[src/rtl/qos_fuente.sv]
// qos_fuente: four-channel round-robin traffic source feeding the QoS FIFO bank.
// Each cycle it pushes at most one word, honours per-channel pause/resume
// commands and the QoS error/idle status, and stops after PALABRAS words per
// channel.
module qos_fuente #(
  parameter int DATA_WIDTH = 6,
  parameter int PALABRAS   = 8
) (
  input  logic                  clk,
  input  logic                  rst,
  input  logic                  enb,
  input  logic                  iniciar_in,
  input  logic [3:0]            pausa_in,
  input  logic [3:0]            continuar_in,
  input  logic                  error_in,
  input  logic                  idle_in,
  output logic [3:0]            push_out,
  output logic [DATA_WIDTH-1:0] data_out,
  output logic [3:0]            pausado_out,
  output logic                  activo_out,
  output logic                  fin_out,
  output logic                  error_out
);

  localparam int         SW   = DATA_WIDTH - 2;
  localparam logic [7:0] PAL8 = 8'(PALABRAS);

  typedef enum logic [2:0] {
    S_IDLE,
    S_ACTIVO,
    S_DRENAR,
    S_FIN,
    S_ERROR
  } state_e;

  state_e                state_q, state_d;
  logic [3:0]            p_q, p_d;
  logic [1:0]            ptr_q, ptr_d;
  logic [7:0]            cnt_q [4];
  logic [7:0]            cnt_d [4];
  logic [SW-1:0]         seq_q [4];
  logic [SW-1:0]         seq_d [4];
  logic [3:0]            push_q, push_d;
  logic [DATA_WIDTH-1:0] data_q, data_d;

  logic [3:0] elig;
  logic       found;
  logic [1:0] sel;
  logic [1:0] cand;
  logic       all_done;

  // Pause register: pause wins over resume when both arrive together.
  always_comb begin
    p_d = (p_q & ~continuar_in) | pausa_in;
  end

  // Eligibility uses this cycle's pause view so a pause takes effect with no bubble.
  always_comb begin
    all_done = 1'b1;
    for (int i = 0; i < 4; i++) begin
      elig[i] = ~p_d[i] && (cnt_q[i] < PAL8);
      if (cnt_q[i] != PAL8) all_done = 1'b0;
    end
  end

  // Round-robin pick: first eligible channel after the last one served.
  always_comb begin
    // NOTE: every combinational output gets a default first so no path can infer a latch.
    found = 1'b0;
    sel   = ptr_q;
    cand  = ptr_q;
    for (int k = 1; k <= 4; k++) begin
      cand = ptr_q + 2'(k);
      if (!found && elig[cand]) begin
        found = 1'b1;
        sel   = cand;
      end
    end
  end

  // Next-state, counters and push generation; enb low freezes everything but pauses.
  always_comb begin
    state_d = state_q;
    ptr_d   = ptr_q;
    cnt_d   = cnt_q;
    seq_d   = seq_q;
    push_d  = '0;
    data_d  = data_q;
    if (enb) begin
      unique case (state_q)
        S_IDLE: begin
          if (iniciar_in) begin
            state_d = S_ACTIVO;
            ptr_d   = 2'd3;
            for (int i = 0; i < 4; i++) begin
              cnt_d[i] = '0;
              seq_d[i] = '0;
            end
          end
        end
        S_ACTIVO: begin
          if (error_in)        state_d = S_ERROR;
          else if (all_done)   state_d = S_DRENAR;
          else if (!iniciar_in) state_d = S_IDLE;
          else if (found) begin
            push_d     = 4'b0001 << sel;
            data_d     = {sel, seq_q[sel]};
            seq_d[sel] = seq_q[sel] + SW'(1);
            cnt_d[sel] = cnt_q[sel] + 8'd1;
            ptr_d      = sel;
          end
        end
        S_DRENAR: begin
          if (error_in)     state_d = S_ERROR;
          else if (idle_in) state_d = S_FIN;
        end
        S_FIN: begin
          if (error_in)         state_d = S_ERROR;
          else if (!iniciar_in) state_d = S_IDLE;
        end
        S_ERROR: state_d = S_ERROR;
        default: state_d = S_IDLE;
      endcase
    end
  end

  // FSM state register.
  always_ff @(posedge clk or negedge rst) begin
    // NOTE: sequential state uses non-blocking assignments so all registers update together.
    if (!rst) state_q <= S_IDLE;
    else      state_q <= state_d;
  end

  // Datapath registers, including the small per-channel tables.
  always_ff @(posedge clk or negedge rst) begin
    if (!rst) begin
      p_q    <= '0;
      ptr_q  <= 2'd3;
      push_q <= '0;
      data_q <= '0;
      // NOTE: the per-channel tables are only four entries, so they are reset like plain registers.
      for (int i = 0; i < 4; i++) begin
        cnt_q[i] <= '0;
        seq_q[i] <= '0;
      end
    end else begin
      p_q    <= p_d;
      ptr_q  <= ptr_d;
      push_q <= push_d;
      data_q <= data_d;
      cnt_q  <= cnt_d;
      seq_q  <= seq_d;
    end
  end

  assign push_out    = push_q;
  assign data_out    = data_q;
  assign pausado_out = p_q;
  assign activo_out  = (state_q == S_ACTIVO);
  assign fin_out     = (state_q == S_FIN);
  assign error_out   = (state_q == S_ERROR);

endmodule

[config.mk]
export PLATFORM = sky130hd
export DESIGN_NAME = qos_fuente
export DESIGN_NICKNAME = d
export VERILOG_FILES = /design/src/rtl/qos_fuente.sv
export SDC_FILE = /design/constraint.sdc
export NUM_CORES = 1
export LEC_CHECK = 0
export ABC_AREA = 1
export CORE_MARGIN = 2
export CORE_UTILIZATION = 60
export DETAILED_ROUTE_END_ITERATION = 7
export PLACE_DENSITY = 0.86
export SLEW_MARGIN = 5
export SYNTH_ARGS = -nofsm -noshare
export SYNTH_HDL_FRONTEND = slang
export SYNTH_SLANG_ARGS = --single-unit
[constraint.sdc]
create_clock -name clk -period 5.5 [get_ports clk]
set_input_delay 1.65 -clock clk [delete_from_list [all_inputs] [get_ports clk]]
set_output_delay 1.65 -clock clk [all_outputs]
set_load 0.02 [all_outputs]
Word-level counts from Yosys, hierarchy flattened:

Cells that the tools add are included.

* logic and storage cells: 133
* bits in registers: 67

* equal/unequal tests: 14
* shifts and indexed selects: 1
* reductions and logical operators: 16
* magnitude comparators: 10
* add/sub/neg operators: 5
* muxes and demuxes: 64
* bitwise logic cells: 10

Operators by type and width (count)
* $mux W32: 5
* $mux W16: 5
* $pmux W32 S2: 1
* $mux W4: 9
* $bwmux W32: 1
* $lt A8 B4 Y1 const B: 4
* $ne A8 B4 Y1 const B: 4
* $pmux W16 S2: 1
* $mux W8: 3
* $mux W3: 7
* $mux W2: 9
* $bmux W8 S2: 1
* $bwmux W16: 1
* $demux W8 S2: 1
* $pmux W3 S5: 1
* $lt A2 B3 Y1 const B: 4
* $mux W1: 12
* $add A8 B1 Y8 const B: 1
* $bmux W1 S2: 4
* $bmux W4 S2: 1
* $demux W4 S2: 1
* $logic_and A1 B1 Y1: 8
* $ne A2 B2 Y1 const B: 4
* $reduce_and A7 Y1: 1
* 22 further kinds: 31

Depth between registers and ports, before layout:

Gate-level depths: netlist of the first run.

* depth in word-level cells: 28
* mapped depth: 20
* depth with buffers taken out: 19

Worst setup path before layout of the first run:

Ideal clock, no wire load.

* kind: input -> register
* start: in continuar_in[1]
* end: reg cnt_q[10] in the netlist's numbering
* cell stages on the path: 19
* path slack: 1.902 ns
* data arrival time: 3.482 ns
* cells stage by stage: inv_1 > nand2_1 > nand3_1 > o21ai_1 > nand3_1 > nand2_2 > nand3_4 > nand2_2 > nand2_2 > buf_6 > buf_6 > nand2_1 > o21ai_1 > nand2_1 > nand2_2 > ha_1 > or2_4 > nand3_1 > nand2_1

* word-level cells in the longest chain between the ends: 28
* elaborated cells between the ends (all ways): 45
* classes of those cells: add/sub: 1; order compare: 2; eq/ne: 1; mux: 27; bitwise: 5; reduce/logical: 9

RTL lines
* start: declaration: RTL line 14 `input logic [3:0] continuar_in,`
* $not A4 Y4 (*): RTL line 54 `p_d = (p_q & ~continuar_in) | pausa_in;`
* $and A4 B4 Y4 (*): RTL line 54
* $or A4 B4 Y4 (*): RTL line 54
* $not A1 Y1 (*): RTL line 61 `elig[i] = ~p_d[i] && (cnt_q[i] < PAL8);`
* $logic_and A1 B1 Y1 (*): RTL line 61
* $bmux W1 S2: RTL line 74 `if (!found && elig[cand]) begin`
* $mux W1 (not written as such): RTL line 74
* $mux W1: RTL line 74
* (+12 left out)
* $mux W8 (not written as such): RTL line 109 `cnt_d[sel] = cnt_q[sel] + 8'd1;`
* $add A8 B1 Y8 or $demux W8 S2 (tied branches): RTL line 109
* $bwmux W32: RTL line 109
* $mux W32: RTL line 105 `else if (found) begin`
* $mux W32: RTL line 104 `else if (!iniciar_in) state_d = S_IDLE;`
* $mux W32: RTL line 103 `else if (all_done) state_d = S_DRENAR;`
* $mux W32: RTL line 102 `if (error_in) state_d = S_ERROR;`
* $pmux W32 S2: RTL line 90 `unique case (state_q)`
* end signal: assignment: RTL line 151 `cnt_q <= cnt_d;`
* end: declaration: RTL line 39 `logic [7:0] cnt_q [4];`

Mark *: on every way between the ends. The rest lies on a longest branch, timed or not. The select of a mux whose other input is x is not followed.
A chain may end at the register's enable or synchronous reset.

Worst setup path in the final report of the first run:

* start: in continuar_in[2]
* end: reg cnt_q[8] in the netlist's numbering

The elaborated chain is that of the path after synthesis.

==> results.py, run 1 <==
metrics = {
    "critical_path": {
        "r2r_setup_slack_ns": 2.24,
        "crit_type": "input port to flop",
        "cp.arrival_ns": 4.61,
        "crit_fanout": 20,
        "cp-start-kind": "input port",
        "worstSetupEndpointType": "flop",
        "worstReg2RegEnd": "cnt_q[8]",
        "rr_startpoint": "ptr_q[0]",
        "reg2regPathDepth": 14,
        "cp.required_ns": 5.73,
    },
    "place": {
        "dpl.hpwl_um": 6070,
        "preCtsSetupSlack_ns": 0.874,
        "portBuffers": 30,
        "gp_congestion": 0.939,
    },
    "detailed_routing": {
        "wl_per_cell_um": 14.9,
        "routed_wl_um": 8540,
        "firstDrtPassIters": 5,
        "vias_per_cell": 5.60,
        "vias": 3215,
        "drtIter0Drc": 372,
        "ant_nets": 0,
        "drc": 0,
    },
    "sta": {
        "whs_ns": 0.476,
        "tightest_slew_ns": 1.01,
        "setup_viol": 0,
        "clock.fmax_ghz": 0.228,
        "fin_ws_ns": 1.12,
        "relSlewSlack_pct": 32.8,
        "drv_slew": 0,
        "rsz0062_at_grt": "false",
        "report.final.hold_viol_count": 0,
        "clock_skew_ns": 0.00973,
        "min_period_ns": 4.38,
        "fin_setup_tns_ns": 0,
        "period_share_pct": 79.6,
    },
    "power": {
        "peakVddDrop_uv": 354,
        "powerDensity_nw_per_um2": 540,
        "p_int_mw": 1.19,
        "p_sw_share_pct": 46.2,
        "p_total_mw": 2.21,
        "p_clk_share_pct": 23.8,
        "cellLeakagePower_nw": 2.09,
        "power.net_switching_mw": 1.02,
        "pwr-share-seq_pct": 27.9,
        "power_frac_comb_pct": 48.3,
    },
    "clock_tree": {
        "postCtsSetupRepairBufs": 0,
        "cts-resized-gates": 0,
        "clock-root-buffer": "clkbuf_8",
        "numCtsBuffers": 9,
        "path_clk_slew_ns": 0.08,
        "clk_path_buf_depth": 2,
        "holdBufCountCts": 0,
        "cts_tree": "built",
        "cts_max_level": 3,
        "clkLatencyLatePin_ns": 0.36,
        "cts.sinks": 67,
    },
    "min_path": {
        "hold_depth": 2,
        "holdPathEnd": "data_out[0]",
        "min_from": "data_out[0]",
        "hp-class": "flop to flop",
    },
    "finish": {
        "nFillCells": 423,
        "fin_util_pct": 73.8,
        "final_nets": 513,
        "synthToLayoutAreaGrowth_pct": 17.5,
        "antennaDiodeCount": 0,
        "drive_above_1_share_pct": 9.36,
        "layout_commonest_cell": "nand2_1",
        "final_cell_mix": "nand2_1 (133), dfrtp_1 (65), inv_1 (59)",
    },
    "logic_synthesis": {
        "ys_seq_area_share_pct": 48.2,
        "synth-main-ff-cell": "dfrtp_1",
        "synth_nets": 478,
        "ys_types": 38,
        "yosysWarnings": 0,
        "synth-seq-cells": 67,
        "synth_edf_count": 0,
        "synth.avg_cell_area_sq_um": 7.54,
        "synthCells": 462,
        "syn-cell-area_sq_um": 3480,
        "ys_async_sr_fraction_pct": 100,
    },
    "floorplan": {
        "io_pins": 31,
        "start_util_pct": 62.9,
        "die_height_um": 80.2,
        "die_w_um": 80.2,
        "die-area_sq_um": 6430,
        "coreArea_sq_um": 5540,
        "rows": 27,
    },
    "global_route": {
        "antenna_found_initial": 0,
        "grt_pass1_vias": 3084,
        "grt_pass1_wl_um": 14400,
        "grt_max_degree": 47,
        "gr-total-overflow": 0,
        "grt_usage_pct": 30.0,
    },
    "job": {
        "drv_cap": 0,
    },
    "run_status": {
        "status": "finished, final reports clean",
    },
}
[worst max-delay path: stages]
cell	delay, ns
clkdlybuf4s50_1	0.46
inv_1	0.04
nand2_1	0.06
nand3_1	0.09
o21ai_0	0.24
nand3_1	0.15
nand2_2	0.13
nand4_1	0.10
buf_4	0.20
nand2_2	0.32
inv_2	0.18
nor2_1	0.22
inv_1	0.10
a21oi_2	0.31
inv_2	0.19
nand2_1	0.10
o21ai_0	0.07
[stage by stage]
| stage | std cells | cell area (sq um) |
|---|---|---|
| CTS | 574 | 4090 |
| global route | 574 | 4090 |
| detailed placement | 558 | 3830 |
| global placement | 558 | 3830 |
| floorplan | 462 | 3480 |
| finish | 574 | 4090 |
[registers in the layout, summed over array words and instances (netlist names)]
signal	count
push_out	4
ptr_q	2
data_out	6
cnt_q	32
pausado_out	4
state_q	3
seq_q	16
[Yosys cell counts (2+ instances only)]
| library cell | n | area [sq um] |
|---|---|---|
| nand2_1 | 133 | 499 |
| dfrtp_1 | 65 | 1630 |
| inv_1 | 59 | 221 |
| nor2_1 | 56 | 210 |
| nand3_1 | 48 | 240 |
| o21ai_0 | 19 | 95.1 |
| o21ai_1 | 9 | 45.0 |
| inv_2 | 8 | 30.0 |
| nand2_2 | 8 | 50.1 |
| nand4_1 | 7 | 43.8 |
| o22ai_1 | 6 | 37.5 |
| nor4_1 | 5 | 31.3 |
| a21oi_1 | 4 | 20.0 |
| buf_2 | 4 | 20.0 |
| a21oi_2 | 3 | 26.3 |
| nor3_1 | 3 | 15.0 |
| buf_6 | 2 | 22.5 |
| dfstp_2 | 2 | 52.6 |
| ha_1 | 2 | 25.0 |
[layout make-up]
class / instances / area, sq um / share of cell area (%)
multi-input combinational: 319 / 1490 / 36.5
clock inverter: 5 / 106 / 2.60
clock buffer: 11 / 151 / 3.70
timing repair buffer: 33 / 318 / 7.77
tap: 72 / 90.1 / 2.20
sequential: 67 / 1680 / 41.1
inverter: 67 / 251 / 6.15
[power by group through the flow]
stage / combinational, mW / sequential [mW] / clock [mW]
detailed placement: 1.04 / 0.621 / 0
floorplan: 0.801 / 0.627 / 0
finish: 1.07 / 0.615 / 0.525
global route: 1.18 / 0.622 / 0.547
CTS: 1.04 / 0.613 / 0.526
global placement: 1.02 / 0.619 / 0
[per-layer routing]
layer	global-route usage (%)	part of all wire (%)	routed length, um
met1	40.1	42	3630
met2	47.7	46	3970
met3	7.42	9.3	796
met4	10.7	1.8	153
met5	0	0	0
[kinds of logic after synthesis]
kind of cell / count (synthesis) / share of synthesized area (%)
AO/OA/AOI/OAI: 49 / 8.55
multiplexers: 1 / 0.287
buffers and inverters: 76 / 8.88
XOR/XNOR: 2 / 0.719
adder cells (fa/ha/maj): 2 / 0.719
flip-flops: 67 / 48.2
AND/OR/NAND/NOR: 265 / 32.6
[worst max-delay path by stage]
stage / start / to / slack, ns / cells after the start
after CTS: continuar_in[3] / cnt_q[8] / 1.23 / 18
final: continuar_in[2] / cnt_q[8] / 1.12 / 17
after global placement: continuar_in[2] / seq_q[4] / 0.86 / 17
after detailed placement: continuar_in[3] / seq_q[5] / 0.87 / 18
after global routing: continuar_in[1] / cnt_q[8] / 0.85 / 17
after floorplan: continuar_in[1] / cnt_q[10] / 1.90 / 19
(Power assumes the default switching activity.)
==> inputs of run 2 (changes only) <==
--- a/config.mk
+++ b/config.mk
@@ -7,9 +7,9 @@
 export LEC_CHECK = 0
 export ABC_AREA = 1
 export CORE_MARGIN = 2
-export CORE_UTILIZATION = 60
+export CORE_UTILIZATION = 57
 export DETAILED_ROUTE_END_ITERATION = 7
-export PLACE_DENSITY = 0.86
+export PLACE_DENSITY = 0.82
 export SLEW_MARGIN = 5
 export SYNTH_ARGS = -nofsm -noshare
 export SYNTH_HDL_FRONTEND = slang
==> constraint.sdc (replaced) <==
create_clock -name clk -period 4.2 [get_ports clk]
set_input_delay 1.26 -clock clk [delete_from_list [all_inputs] [get_ports clk]]
set_output_delay 1.26 -clock clk [all_outputs]
set_load 0.02 [all_outputs]
==> results.py, run 2 (synthesized netlist as in run 1, its figures left out) <==
metrics = {
    "finish": {
        "layout_commonest_cell": "nand2_1",
        "antennaDiodeCount": 0,
        "fin_util_pct": 70.6,
        "final_cell_mix": "nand2_1 (133), dfrtp_1 (65), inv_1 (59)",
        "synthToLayoutAreaGrowth_pct": 20.1,
        "final_nets": 526,
        "largest_register_ff_count": 32,
        "drive_above_1_share_pct": 11.7,
        "regMostFlops": "cnt_q",
    },
    "global_route": {
        "antenna_found_initial": 0,
        "grt_pass1_vias": 3070,
        "grt_usage_pct": 29.1,
        "grt_pass1_wl_um": 14500,
        "gr-total-overflow": 0,
        "grt_max_degree": 27,
    },
    "detailed_routing": {
        "vias": 3252,
        "ant_nets": 0,
        "drtIter0Drc": 270,
        "firstDrtPassIters": 5,
        "wl_per_cell_um": 14.9,
        "drc": 0,
        "routed_wl_um": 8790,
        "vias_per_cell": 5.51,
    },
    "place": {
        "portBuffers": 30,
        "preCtsSetupSlack_ns": 0.200,
        "gp_congestion": 0.930,
        "dpl.hpwl_um": 6490,
    },
    "critical_path": {
        "worstSetupEndpointType": "flop",
        "cp-start-kind": "input port",
        "crit_fanout": 16,
        "cp.required_ns": 4.44,
        "critPathSlowestCell": "clkdlybuf4s50_1",
        "crit_type": "input port to flop",
        "reg2regPathDepth": 15,
        "cp_cell_sequence": "clkdlybuf4s50_1 -> inv_1 -> nand2_1 -> nand3_1 -> o21ai_0 -> nand3_1 -> nand2_2 -> nand3_4 -> nand2_2 -> nand2_2 -> inv_2 -> nand2_1 -> nand3_1 -> nand2_2 -> ha_1 -> or2_4 -> nand3_1 -> nand2_1",
        "cp.arrival_ns": 3.91,
        "cp_slowest_stage_delay_ns": 0.46,
    },
    "min_path": {
        "hold_depth": 2,
        "hp-class": "flop to flop",
    },
    "run_status": {
        "status": "finished, final reports clean",
    },
    "clock_tree": {
        "holdBufCountCts": 0,
        "cts.sinks": 67,
        "numCtsBuffers": 9,
        "path_clk_slew_ns": 0.08,
        "cts_tree": "built",
        "cts_max_level": 3,
        "clk_path_buf_depth": 2,
        "postCtsSetupRepairBufs": 0,
        "clock-root-buffer": "clkbuf_8",
        "clkLatencyLatePin_ns": 0.35,
        "cts-resized-gates": 0,
    },
    "power": {
        "powerDensity_nw_per_um2": 714,
        "cellLeakagePower_nw": 2.16,
        "peakVddDrop_uv": 382,
    },
    "sta": {
        "report.final.hold_viol_count": 0,
        "tightest_slew_ns": 0.428,
        "min_period_ns": 3.67,
        "period_share_pct": 87.4,
        "drv_slew": 0,
        "clock_skew_ns": 0.00754,
        "fin_setup_tns_ns": 0,
        "rsz0062_at_grt": "false",
        "fin_ws_ns": 0.530,
        "clock.fmax_ghz": 0.272,
        "relSlewSlack_pct": 71.3,
        "setup_viol": 0,
        "whs_ns": 0.481,
    },
    "floorplan": {
        "die_w_um": 82.2,
        "start_util_pct": 58.8,
        "io_pins": 31,
        "die_height_um": 82.2,
        "rows": 28,
        "die-area_sq_um": 6750,
        "coreArea_sq_um": 5920,
    },
    "job": {
        "drv_cap": 0,
    },
}
==> run 2: final cells by class <==
cell class / instances / area, sq um
Fill cell: 483 / 1740
Sequential cell: 67 / 1680
Multi-Input combinational cell: 319 / 1490
Timing Repair Buffer: 46 / 415
Inverter: 67 / 251
Clock inverter: 7 / 125
Clock buffer: 9 / 124
Tap cell: 75 / 93.8
==> run 2: worst paths after layout <==
check	from	to	slack, ns
max	continuar_in[2]	cnt_q[18]	0.53
min	data_out[1]	data_out[1]	0.48
max reg2reg	ptr_q[0]	cnt_q[18]	1.30
min reg2reg	data_out[1]	data_out[1]	0.48
max in group asynchronous	rst	data_out[2]	2.68
min in group asynchronous	rst	pausado_out[3]	0.83
==> run 2: critical path: cells and delay by family <==
family	cells	cell delay [ns]
and+or+nand+nor	13	1.46
AOI/OAI and AO/OA	1	0.23
buffers and inverters	3	0.73
adders and majority gates	1	0.22
==> run 2: where the power goes <==
group	switching [mW]	internal (mW)
clock network	0.267	0.399
registers	0.0690	0.736
logic	1.03	0.484
total	1.37	1.62
==> run 2: metrics by stage <==
| step | std cells | power, mW | cell area (sq um) |
|---|---|---|---|
| after global routing | 590 | 3.18 | 4180 |
| after floorplan | 462 | 1.87 | 3480 |
| after CTS | 590 | 2.98 | 4180 |
| final | 590 | 2.98 | 4180 |
| after global placement | 574 | 2.27 | 3930 |
| after detailed placement | 574 | 2.30 | 3930 |
==> run 2: metal layers <==
layer,vias to the layer above,share of wire (%),track usage [%]
li1,1567,-,-
met1,1521,44,38.7
met2,147,47,47.5
met3,17,7.1,6.20
met4,0,1.6,10.0
met5,-,0,0
==> RTL change (settings of run 2) <==
`DATA_WIDTH`: 6 -> 3.
--- a/src/rtl/qos_fuente.sv
+++ b/src/rtl/qos_fuente.sv
@@ -3,7 +3,7 @@
 // commands and the QoS error/idle status, and stops after PALABRAS words per
 // channel.
 module qos_fuente #(
-  parameter int DATA_WIDTH = 6,
+  parameter int DATA_WIDTH = 3,
   parameter int PALABRAS   = 8
 ) (
   input  logic                  clk,
Interface: changed (resized data_out); port bits go from 31 to 28. No check against the original RTL was run, so the function may have changed too.
==> RTL change against run 2 <==
Synthesized area down 19%. Total power down 40%. Design area down 22%. Sequential cell count down 15. Wire length down 30%. Global-route usage down 5.2 points. Setup slack better by 110 ps. Critical path type unchanged. Critical endpoint is now cnt_q[26].
==> RTL change: results (changes against run 2) <==
* Status: finished clean
* Largest net degree at the start of global routing at 53 (+96%)
* Share of cells above drive strength 1 at 10.5% (-1.2 points)
* Sequential cells at 52 (-22%)
* Most frequent cells after synthesis: nand2_1, dfrtp_1, inv_1, nor2_1, nand3_1
* Sequential cell area fraction in the yosys report at 46.0% (-2.3 points)
* FF-to-FF Start: ptr_q[0]
* RR Endpoint: cnt_q[26]
* Fraction of area in multi-input gates at 39.5% (+3.8 points)
* CLK BUF at 5 (-4)
* Adder-Cell Fraction of Synth Area at 0.441% (-0.28 points)
* CP max FO at 15 (-1)
* Clk Latency, worst-skew pair at 310 ps (-40 ps)
* Buffer share of cell area at 8.13% (-1.8 points)
* GRT Util Overall at 23.8% (-5.2 points)
* DR WL/cell at 13.2 um (-11%)
* Fillers at 410 (-15%)
* DP Area at 3150 um^2 (-20%)
* Root buffer cell: clkbuf_8
* Reg clk slew, reported paths at 100 ps (+20 ps)
* Seq. cell area at 1300 um^2 (-22%)
* Crit path DAT at 3770 ps (-140 ps)
* Vias in the first global route at 2180 (-29%)
* Final net count at 414 (-21%)
* Synthesized Nets at 383 (-20%)
* Hold Crit Endpoint: data_out[0]
* Synth Area in XOR/XNOR at 0.573% (-0.15 points)
* Detailed Routing Iterations Pass 1 at 7 (+2)
* Peak supply drop at 360 uV (-5.6%)
* Sw frac at 44.6% (-1.2 points)
* Clock-cell share of area at 3.41% (-2.5 points)
* Dpl cells at 459 (-20%)
* Vias/cell at 5.25 (-4.7%)
* Hold Startpoint: data_out[0]
* Clock Skew at 10.9 ps (+3.33 ps)
* Via count at 2454 (-25%)
* Post-Syn Area per Cell at 7.71 um^2 (+2.3%)
* Bufs w/o clock at 27 (-41%)
* DP HPWL at 4630 um (-29%)
* Worst slack at placement at 329 ps (+130 ps)
* I/O Buffers at 27 (-10%)
* Synth warn at 0 (unchanged)
* Nonclk inv count at 55 (-18%)
* Synth unique cells at 38 (unchanged)
* DR iter-0 viols at 207 (-23%)
* H-tree depth at 2 (-1)
* First-pass GRT wire length at 10000 um (-31%)
* Mux share of post-synthesis cell area at 0% (-0.29 points)
* Synth Area in Compound Gates at 7.23% (-1.3 points)
* Worst R2R Setup Slack at 1410 ps (+110 ps)
* Antenna violations before repair at 0 (unchanged)
* Gpl congestion at 0.867 (-6.8%)
* Synth top area cells: dfrtp_1, nand2_1, nand3_1, inv_1, nor2_1
* Cell Area, Synth at 2840 um^2 (-19%)
* Multi-input comb cells at 258 (-19%)
* Leak pwr at 1.65 nW (-23%)
* Worst slew pin tran at 1120 ps (+695 ps)
* Worst hold stages at 2 (unchanged)
## RTL change: cell families (layout without fill, tap and decap cells)
group | after synthesis | count (layout)
compound gates | 34 | 34
xor+xnor | 1 | 1
fa+ha+maj | 1 | 1
buf+inv | 58 | 90
flops | 52 | 52
simple gates | 222 | 222
## RTL change: how the worst max path moves through the flow
stage	start	cells after the start	endpoint	slack, ps
floorplan	continuar_in[1]	18	cnt_q[26]	980
global placement	continuar_in[1]	15	cnt_q[9]	390
detailed placement	continuar_in[2]	18	cnt_q[26]	330
CTS	continuar_in[2]	18	cnt_q[26]	650
global route	continuar_in[2]	18	cnt_q[10]	390
finish	continuar_in[2]	18	cnt_q[26]	640
## RTL change: critical path: stages
cell and delay (ps):
clkdlybuf4s50_1 460, inv_1 40, nand2_1 60, nand3_1 100
o21ai_0 230, nand3_1 120, nand2_2 150, nand3_4 100
nand2_4 130, nand2_4 150, nand2_1 90, nand2_1 50
nand2_1 60, nand2_2 120, ha_1 210, or2_1 280
nand3_1 110, nand2_1 50
## RTL change: per-stage QoR
step	total power (W)	utilization [%]	hold slack [ps]
finish	0.00178	68.6	491
global route	0.00190	68.6	513
CTS	0.00178	68.6	496
detailed placement	0.00144	66.3	467
global placement	0.00143	66.3	456
floorplan	0.00127	-	453
## RTL change: power by group through the flow
stage	registers, W	logic (W)	clock network, W
2_1_floorplan	0.000628	0.000643	0
3_3_place_gp	0.000626	0.000805	0
3_5_place_dp	0.000627	0.000814	0
4_1_cts	0.000618	0.000819	0.000347
5_1_grt	0.000627	0.000907	0.000367
6_report	0.000619	0.000821	0.000339
## RTL change: layer usage
metal	routed length, um	GRT usage (%)	vias up
li1	-	-	1228
met1	2850	33.5	1138
met2	2950	38.4	77
met3	315	4.47	11
met4	62	5.95	0
met5	0	0	-
